==> src/rtl/axis_packet_arbiter.sv <==
// Two-port AXI-Stream packet arbiter: round-robin per packet, one arbitration cycle in IDLE,
// registered output stage (1 beat/cycle when m00 ready), granted port stalls on output backpressure.
module axis_packet_arbiter #(
  parameter int C_AXIS_TDATA_WIDTH = 32,
  parameter int C_PKT_CNT_WIDTH    = 16
) (
  input  logic                            axis_aclk,
  input  logic                            axis_areset,

  input  logic                            s00_axis_tvalid,
  input  logic                            s00_axis_tlast,
  input  logic [C_AXIS_TDATA_WIDTH-1:0]   s00_axis_tdata,
  input  logic [C_AXIS_TDATA_WIDTH/8-1:0] s00_axis_tstrb,
  output logic                            s00_axis_tready,

  input  logic                            s01_axis_tvalid,
  input  logic                            s01_axis_tlast,
  input  logic [C_AXIS_TDATA_WIDTH-1:0]   s01_axis_tdata,
  input  logic [C_AXIS_TDATA_WIDTH/8-1:0] s01_axis_tstrb,
  output logic                            s01_axis_tready,

  output logic                            m00_axis_tvalid,
  output logic                            m00_axis_tlast,
  output logic [C_AXIS_TDATA_WIDTH-1:0]   m00_axis_tdata,
  output logic [C_AXIS_TDATA_WIDTH/8-1:0] m00_axis_tstrb,
  input  logic                            m00_axis_tready,

  output logic                            grant,
  output logic                            busy,
  output logic [C_PKT_CNT_WIDTH-1:0]      pkt_cnt0,
  output logic [C_PKT_CNT_WIDTH-1:0]      pkt_cnt1
);

  localparam int STRB_W = C_AXIS_TDATA_WIDTH / 8;

  typedef enum logic {
    IDLE = 1'b0,
    BUSY = 1'b1
  } state_t;

  state_t                      state_q, state_d;
  logic                        grant_q, grant_d;
  logic                        last_grant_q, last_grant_d;
  logic                        m_vld_q, m_vld_d;
  logic                        m_last_q, m_last_d;
  logic [C_AXIS_TDATA_WIDTH-1:0] m_dat_q, m_dat_d;
  logic [STRB_W-1:0]           m_strb_q, m_strb_d;
  logic [C_PKT_CNT_WIDTH-1:0]  cnt0_q, cnt0_d;
  logic [C_PKT_CNT_WIDTH-1:0]  cnt1_q, cnt1_d;

  logic                        sel_vld;
  logic                        sel_last;
  logic [C_AXIS_TDATA_WIDTH-1:0] sel_dat;
  logic [STRB_W-1:0]           sel_strb;
  logic                        out_free;
  logic                        xfer;

  // Source mux follows the registered grant, so it cannot change inside a packet.
  always_comb begin
    sel_vld  = s00_axis_tvalid;
    sel_last = s00_axis_tlast;
    sel_dat  = s00_axis_tdata;
    sel_strb = s00_axis_tstrb;
    if (grant_q) begin
      sel_vld  = s01_axis_tvalid;
      sel_last = s01_axis_tlast;
      sel_dat  = s01_axis_tdata;
      sel_strb = s01_axis_tstrb;
    end
  end

  assign out_free = !m_vld_q || m00_axis_tready;

  always_comb begin
    state_d         = state_q;
    grant_d         = grant_q;
    last_grant_d    = last_grant_q;
    cnt0_d          = cnt0_q;
    cnt1_d          = cnt1_q;
    s00_axis_tready = 1'b0;
    s01_axis_tready = 1'b0;
    xfer            = 1'b0;

    case (state_q)
      IDLE: begin
        if (s00_axis_tvalid || s01_axis_tvalid) begin
          state_d = BUSY;
          if (s00_axis_tvalid && s01_axis_tvalid) begin
            grant_d = ~last_grant_q;
          end else begin
            grant_d = s01_axis_tvalid;
          end
        end
      end
      BUSY: begin
        s00_axis_tready = !grant_q && out_free;
        s01_axis_tready = grant_q && out_free;
        xfer            = sel_vld && out_free;
        if (xfer && sel_last) begin
          state_d      = IDLE;
          last_grant_d = grant_q;
          if (grant_q) begin
            cnt1_d = cnt1_q + C_PKT_CNT_WIDTH'(1);
          end else begin
            cnt0_d = cnt0_q + C_PKT_CNT_WIDTH'(1);
          end
        end
      end
      default: state_d = IDLE;
    endcase
  end

  // Output register: a new beat may load on the same edge the old one drains.
  always_comb begin
    m_vld_d  = m_vld_q;
    m_last_d = m_last_q;
    m_dat_d  = m_dat_q;
    m_strb_d = m_strb_q;
    if (xfer) begin
      m_vld_d  = 1'b1;
      m_last_d = sel_last;
      m_dat_d  = sel_dat;
      m_strb_d = sel_strb;
    end else if (m00_axis_tready) begin
      m_vld_d  = 1'b0;
    end
  end

  always_ff @(posedge axis_aclk or posedge axis_areset) begin
    if (axis_areset) begin
      state_q      <= IDLE;
      grant_q      <= 1'b0;
      last_grant_q <= 1'b1;
      m_vld_q      <= 1'b0;
      m_last_q     <= 1'b0;
      m_dat_q      <= '0;
      m_strb_q     <= '0;
      cnt0_q       <= '0;
      cnt1_q       <= '0;
    end else begin
      state_q      <= state_d;
      grant_q      <= grant_d;
      last_grant_q <= last_grant_d;
      m_vld_q      <= m_vld_d;
      m_last_q     <= m_last_d;
      m_dat_q      <= m_dat_d;
      m_strb_q     <= m_strb_d;
      cnt0_q       <= cnt0_d;
      cnt1_q       <= cnt1_d;
    end
  end

  assign m00_axis_tvalid = m_vld_q;
  assign m00_axis_tlast  = m_last_q;
  assign m00_axis_tdata  = m_dat_q;
  assign m00_axis_tstrb  = m_strb_q;
  assign grant           = grant_q;
  assign busy            = (state_q == BUSY);
  assign pkt_cnt0        = cnt0_q;
  assign pkt_cnt1        = cnt1_q;

endmodule

==> config.mk <==
export PLATFORM = sky130hd
export DESIGN_NAME = axis_packet_arbiter
export DESIGN_NICKNAME = d
export VERILOG_FILES = /design/src/rtl/axis_packet_arbiter.sv
export SDC_FILE = /design/constraint.sdc
export NUM_CORES = 1
export LEC_CHECK = 0
export BUFFER_PORTS_ARGS = -buffer_cell sky130_fd_sc_hd__buf_2
export CAP_MARGIN = 20
export CELL_PAD_IN_SITES_DETAIL_PLACEMENT = 0
export CELL_PAD_IN_SITES_GLOBAL_PLACEMENT = 2
export CORE_MARGIN = 4
export CORE_UTILIZATION = 30
export CTS_CLUSTER_SIZE = 30
export DETAILED_ROUTE_END_ITERATION = 10
export GPL_ROUTABILITY_DRIVEN = 0
export PLACE_DENSITY_LB_ADDON = 0.15
export SLEW_MARGIN = 20
export SYNTH_ARGS = -nofsm -noshare
export SYNTH_HDL_FRONTEND = slang
export SYNTH_SLANG_ARGS = --single-unit
==> constraint.sdc <==
create_clock -name axis_aclk -period 4.5 [get_ports axis_aclk]
set_clock_uncertainty 0.1 [all_clocks]
set_input_delay 0.45 -clock axis_aclk [delete_from_list [all_inputs] [get_ports axis_aclk]]
set_output_delay 0.45 -clock axis_aclk [all_outputs]
set_load 0.02 [all_outputs]
# Yosys cells after proc, flatten, opt, wreduce, memory -nomap -nowiden
# Index checks and enable logic that the tools add are counted.
# word_totals
out_inout_bits	74
ff_bits	73
# op_classes
bitwise_logic	3
n_reduce_logical	14
n_mux	13
addsub	2
# ops
operator	n
$add A16 B1 Y16 const B	2
$mux W32	1
$mux W1	10
$reduce_and A3 Y1	2
$logic_and A1 B1 Y1	5
$mux W4	1
$reduce_and A2 Y1	2
$not A1 Y1	3
$logic_not A1 Y1	2
$logic_or A1 B1 Y1	2
$pmux W1 S2	1
$reduce_bool A2 Y1	1

# Logic depth before layout (Yosys ltp)
# Gate-level depths: netlist of run 1.
# logic_depth
ltp_word	6
depth_mapped	7
ltp_nobuf	5

# Least setup slack after synthesis of run 1
# Ideal clock, no wire load.
# synth_timing
kind	register to output
startpoint	reg grant_q (netlist: grant)
endpoint	out s00_axis_tready
arrival_ps	1419
slack_ps	2531
path_stages_with_launch	4
n_path_buf	2
path_cell_list	dfrtp_1 -> buf_4 -> clkbuf_1 -> nor3_1
# synth_between
elab_chain_cells	3
# synth_rtl
item	line	rtl
start, declared	42	logic grant_q, grant_d;
start signal, assigned	142	grant_q <= grant_d;
$logic_not A1 Y1	96	s00_axis_tready = !grant_q && out_free;
$logic_and A1 B1 Y1	96	
$mux W1	84	case (state_q)
end, declared	14	output logic s00_axis_tready,
# Every way passes these cells.

# Worst setup path after layout of run 1
# layout_timing
startpoint	reg grant_q (netlist: grant)
endpoint	reg cnt1_q[15] (netlist: pkt_cnt1[15])
# layout_between
elab_chain_cells	4
elab_cells_between_ends	5
# layout_rtl
item	line	rtl
$mux W1	64	if (grant_q) begin
$logic_and A1 B1 Y1	98	xfer = sel_vld && out_free;
$logic_and A1 B1 Y1	99	if (xfer && sel_last) begin
$reduce_and A3 Y1 (no source line) *	-	
end signal, assigned	149	cnt1_q <= cnt1_d;
end, declared	49	logic [C_PKT_CNT_WIDTH-1:0] cnt1_q, cnt1_d;
# Mark *: on every way between the ends. The rest lies on a longest branch, timed or not.
# A chain may end at the register's enable or synchronous reset.

==> flow_summary_export.csv, run 1 <==
group,metric,value,unit
clock_tree,clk_pin_slew,0.08,ns
timing,fin_crit_sh,52.7,%
yosys,ys_warn_count,0,
timing,report.final.slew_viol_count,0,
hold_path,hp-class,"input pin to async pin",
yosys,synthFlopType,"dfrtp_1",
setup_path,max_stage_delay,0.59,ns
power_and_ir_drop,powerDensity,607,mW/mm2
timing,period_minus_slack,2.37,ns
die,die_y,114,um
timing,setup-violations-final,0,
drt,wirelength,8670,um
clock_tree,ctsHoldBuffers,0,
timing,tns,0,ns
clock_tree,cts_max_path_buffers,2,
drt,drt-pass1-iter-count,4,
placed_design,io_buffers,152,
yosys,syn_area,0.00336,mm2
yosys,synth-edff-count,0,
timing,worst_pin_slew,0.830,ns
die,dieArea,0.0130,mm2
power_and_ir_drop,leakage,0.00233,uW
timing,rsz0062_at_grt,"false",
yosys,seq_area_frac_synth,54.4,%
yosys,synth_most_common_cell,"dfrtp_1",
clock_tree,postCtsSetupBuffers,0,
setup_path,critPathArrivalTime,2.51,ns
final_layout,area_delta_synth_final,32.4,%
clock_tree,insertion_delay,0.35,ns
drt,wl_per_cell,14.3,um
die,die_w,114,um
yosys,avgSynthCellArea,10.8,um2
clock_tree,post_cts_resized,0,
global_routing,grt_start_max_net_pins,49,
drt,via_per_inst,4.56,
die,coreArea,0.0109,mm2
yosys,synth_top_area_share,53.7,%
yosys,synth_fp_nets,392,
drt,drtIter0Drc,91,
setup_path,r2r_slack,2.13,ns
global_routing,grt_pass1_vias,2853,
global_routing,grtUsageTotal,14.2,%
drt,vias,2768,
drt,drc_errors,0,
setup_path,crit_path_start,"grant",
setup_path,crit_path_top_delay_cell,"or4_4",
clock_tree,cts_tree,"built",
drt,antenna_left,0,
yosys,synth_top_area_cell,"dfrtp_1",
setup_path,worstReg2RegStart,"grant",
flow_run,drv_cap,0,
die,start_util,30.8,%
final_layout,fin_cells,607,
placed_design,dp.cells,591,
placed_design,hpwlAfterDp,6490,um
yosys,synth-seq-cells,73,
die,pin_count,153,
global_routing,antenna_found_initial,0,
clock_tree,htree_levels,3,
timing,hold_violations,0,
final_layout,fin_nets,543,
final_layout,insertedDiodeCount,0,
status,status,"completed",
final_layout,drive_gt1_share,38.8,%
setup_path,cp-end-kind,"flop",
yosys,netlist_instances,311,
yosys,yosysUniqueCellTypes,34,
timing,timing.slew.headroom,44.6,%
clock_tree,clock-sinks,73,
setup_path,crit_type,"flop to flop",
setup_path,worst-path-max-fanout,45,
yosys,synthTopCellsByArea,"dfrtp_1 (54%), mux2i_1 (11%), nand2_1 (6.0%)",
global_routing,grt_remaining_overflow,0,
power_and_ir_drop,peakVddDrop,0.193,mV
clock_tree,ctsRootBufferMaster,"clkbuf_8",
timing,fmax,422,MHz
setup_path,crit_chain,"buf_4 -> and4_1 -> nand4_2 -> or4_4 -> xnor2_2",
die,rows,38,
setup_path,startpoint_type,"flop",
yosys,synthTopCellsByCount,"dfrtp_1 (72), nand2_1 (54), mux2i_1 (36), o21ai_0 (36), xnor2_1 (21)",
yosys,async_reset_ff_share,100,%
clock_tree,numCtsBuffers,9,
global_routing,grt_pass1_wl,14500,um
setup_path,cp_data_required_time,4.64,ns
## report_power, final
| part | switching (uW) | total [uW] | internal [uW] |
|---|---|---|---|
| Combinational | 736 | 1150 | 414 |
| Clock | 250 | 520 | 270 |
| Sequential | 149 | 1030 | 878 |
| Total | 1140 | 2700 | 1560 |
## final cells by class
cell class	instances	area (um2)
inverter	2	7.51
multi-input combinational	221	1460
sequential	73	1830
fill	1140	6440
timing repair buffer	155	783
clock buffer	11	141
clock inverter	5	55.1
tap	140	175
## flip-flops by register name, summed over array words and instances, names as in the netlist
name and flops:
m00_axis_tdata 32, pkt_cnt0 16, pkt_cnt1 16, m00_axis_tstrb 4
busy 1, grant 1, last_grant_q 1, m00_axis_tlast 1
m00_axis_tvalid 1
## per-stage QoR
stage	utilization (%)	total power (uW)	worst slack [ns]	cell area (um2)	hold slack, ns
finish	40.8	2700	2.13	4450	0.164
global route	40.8	2930	1.95	4450	0.227
CTS	40.8	2760	2.05	4450	0.189
detailed placement	39.0	2230	2.07	4250	0.359
global placement	39.0	2210	2.13	4250	0.357
floorplan	-	1820	2.10	3360	0.421
## worst max-delay path, delay by kind of cell, from the launching register on
family / cells / cell delay [ns]
and+or+nand+nor: 3 / 1.13
buffers and inverters: 1 / 0.52
DFF: 1 / 0.37
xor gates and xnor gates: 1 / 0.14
## worst paths after layout
check | cells past startpoint | to
worst max-delay path | 5 | pkt_cnt1[15]
worst max register to register | 5 | pkt_cnt1[15]
max in group asynchronous | 3 | last_grant_q
worst min register to register | 1 | pkt_cnt0[15]
worst min-delay path | 2 | m00_axis_tdata[21]
min in group axis_aclk | 3 | m00_axis_tdata[23]
## cell usage in the layout, fill, tap and decap left out, types with 2 or more instances in the layout
cell          n
and3_1        6
and4_1        6
buf_2       152
buf_4         3
clkbuf_8     10
clkinv_2      2
clkinvlp_4    2
dfrtp_1      71
ha_1          2
inv_2         2
mux2_2        2
mux2i_1      36
nand2_1      54
nand3_1      11
nand3b_1      2
nand4_1       9
nor2_1        7
nor2b_1       2
nor3_1        7
o21ai_0      36
xnor2_1      21
xor2_1        8
## cells by family (layout without fill, tap and decap cells)
logic type	after synthesis	in the layout	synth area share, %
compound gates	40	40	6.26
xor+xnor	30	30	8.05
fa+ha+maj	2	2	0.745
buf+inv	17	173	2.38
flops	73	73	54.4
mux	38	38	11.4
simple gates	111	111	16.7
## per-layer routing
metal,routed length (um),track usage [%],vias to the layer above
met1,3820,17.6,1276
li1,-,-,1378
met4,165,6.97,0
met5,0,0,-
met2,3880,22.0,100
met3,804,5.15,14
No activity file was read; power rests on OpenSTA's default activity.
==> inputs of run 2 (changes only) <==
Settings changed: CORE_UTILIZATION 30 to 25.
Clock period 4.5 ns to 1.9 ns, I/O delays scaled along.
==> run 2 against run 1 <==
Effect of this change:
- worst setup slack got worse by 1.9 ns
- via count increased by 1.1%
- core utilization decreased by 4.9 points
- critical path depth decreased by 2
==> flow_summary_export.csv, run 2 (synthesized netlist as in run 1, its figures left out) <==
group,metric,value,unit
placed_design,placedInstanceArea,0.00439,mm2
hold_path,hp-class,"input pin to flop",
final_layout,area_delta_synth_final,41.0,%
setup_path,max_stage_delay,0.44,ns
global_routing,grt.busiest_layer,"met2",
global_routing,grt_use_met2,18.2,%
timing,tns,0,ns
timing,hold_violations,0,
drt,drtIter0Drc,116,
global_routing,grt_remaining_overflow,0,
final_layout,fillers,1392,
global_routing,grt_pass1_wl,14400,um
die,dieArea,0.0154,mm2
global_routing,grt_start_max_net_pins,44,
timing,setup-violations-final,0,
setup_path,crit_path_top_delay_cell,"dfrtp_2",
power_and_ir_drop,peakVddDrop,0.496,mV
clock_tree,ctsRootBufferMaster,"clkbuf_16",
placed_design,hpwlAfterDp,7030,um
setup_path,worst-path-max-fanout,12,
clock_tree,numCtsBuffers,9,
die,pin_count,153,
clock_tree,cts_tree,"built",
final_layout,layout_common_cells,"buf_2 (152), dfrtp_1 (71), nand2_1 (54), mux2i_1 (36), o21ai_0 (36)",
drt,vias,2799,
drt,wl_per_cell,13.7,um
clock_tree,htree_levels,3,
final_layout,drive_gt1_share,40.3,%
clock_tree,clock-sinks,73,
drt,via_per_inst,4.27,
die,rows,42,
status,status,"completed",
setup_path,cp_data_required_time,1.61,ns
final_layout,largest_reg_flops,32,
drt,antenna_left,0,
global_routing,use_met3,6.45,%
timing,timing.slew.headroom,68.1,%
drt,wirelength,9000,um
timing,fin_crit_sh,90.0,%
timing,rsz0062_at_grt,"false",
global_routing,antenna_found_initial,1,
clock_tree,insertion_delay,0.33,ns
timing,worst_pin_slew,0.478,ns
global_routing,grtUsageTotal,12.3,%
die,die_w,124,um
power_and_ir_drop,powerDensity,1510,mW/mm2
clock_tree,post_cts_resized,0,
placed_design,io_buffers,152,
power_and_ir_drop,power.total,7130,uW
timing,fmax,585,MHz
final_layout,layout_commonest_cell,"buf_2",
timing,report.final.slew_viol_count,0,
setup_path,crit_type,"flop to output pin",
die,start_util,25.5,%
timing,hold_ws,0.0440,ns
setup_path,startpoint_type,"flop",
clock_tree,cts_max_path_buffers,2,
final_layout,insertedDiodeCount,0,
setup_path,cp-end-kind,"output pin",
timing,period_minus_slack,1.71,ns
power_and_ir_drop,leakage,0.00246,uW
flow_run,drv_cap,0,
setup_path,crit_chain,"buf_4 -> nor3_1 -> buf_2",
global_routing,grt_pass1_vias,2803,
die,coreArea,0.0132,mm2
final_layout,design_area,0.00473,mm2
setup_path,critPathArrivalTime,1.42,ns
global_routing,grt_use_met1,15.4,%
die,die_y,124,um
final_layout,fin_nets,555,
drt,drt-pass1-iter-count,4,
clock_tree,clk_pin_slew,0.06,ns
drt,drc_errors,0,
[run 2: cell count changes in the layout (fill, tap and decap cells not counted), sizes merged]
cell	change
inv	-1
bufinv	+1
buf	+11
dlygate4sd3	+1
[run 2: timing repair]
item,CTS,global route
endpoints found under the hold margin,72,0
buffers inserted,0,0
hold buffers,1,0
[run 2: worst paths after layout]
path                                    from                end  slack [ns]  depth (start not counted)
hold reg to reg                 pkt_cnt0[15]       pkt_cnt0[15]        0.37                          1
setup / recovery                       grant    s00_axis_tready        0.19                          3
min in group asynchronous        axis_areset        pkt_cnt1[5]        0.38                          4
setup reg to reg                       grant        pkt_cnt0[7]        0.22                          4
hold / removal             s00_axis_tstrb[3]  m00_axis_tstrb[3]        0.04                          3
max in group asynchronous        axis_areset  m00_axis_tdata[7]        0.99                          4
[run 2: power by group]
group,internal (uW),leakage (uW),switching [uW]
combinational,1070,0.00136,1780
sequential,2080,0.000933,339
clock,1220,0.000162,644
total,4370,0.00246,2760
[run 2: worst max-delay path: cells and delay by family, from the launching register on]
kind / cells / cell delay, ns
AND/OR/NAND/NOR: 1 / 0.22
flip-flops: 1 / 0.44
buffers and inverters: 2 / 0.42
[run 2: per-stage QoR]
| stage | util (%) | cells | setup slack, ns |
|---|---|---|---|
| final | 35.9 | 655 | 0.189 |
| after global routing | 35.9 | 655 | 0.0500 |
| after CTS | 35.9 | 655 | 0.162 |
| after detailed placement | 33.3 | 638 | 0.241 |
| after global placement | 33.3 | 638 | 0.241 |
| after floorplan | - | 311 | 0.0823 |
[run 2: routing by layer]
metal  vias up  routed length (um)
met1      1266                3920
met4         2                 106
met5         -                   7
li1       1414                   -
met2       109                3990
met3         8                 977
[run 2: area by class of cell]
cell class | instances | area [um2] | area share, %
flip-flops and latches | 73 | 1830 | 38.6
multi-input cells | 221 | 1460 | 30.7
repair buffers | 167 | 888 | 18.8
clock buffers | 11 | 253 | 5.34
well taps | 176 | 220 | 4.65
clock inverters | 5 | 77.6 | 1.64
inverters | 2 | 11.3 | 0.238
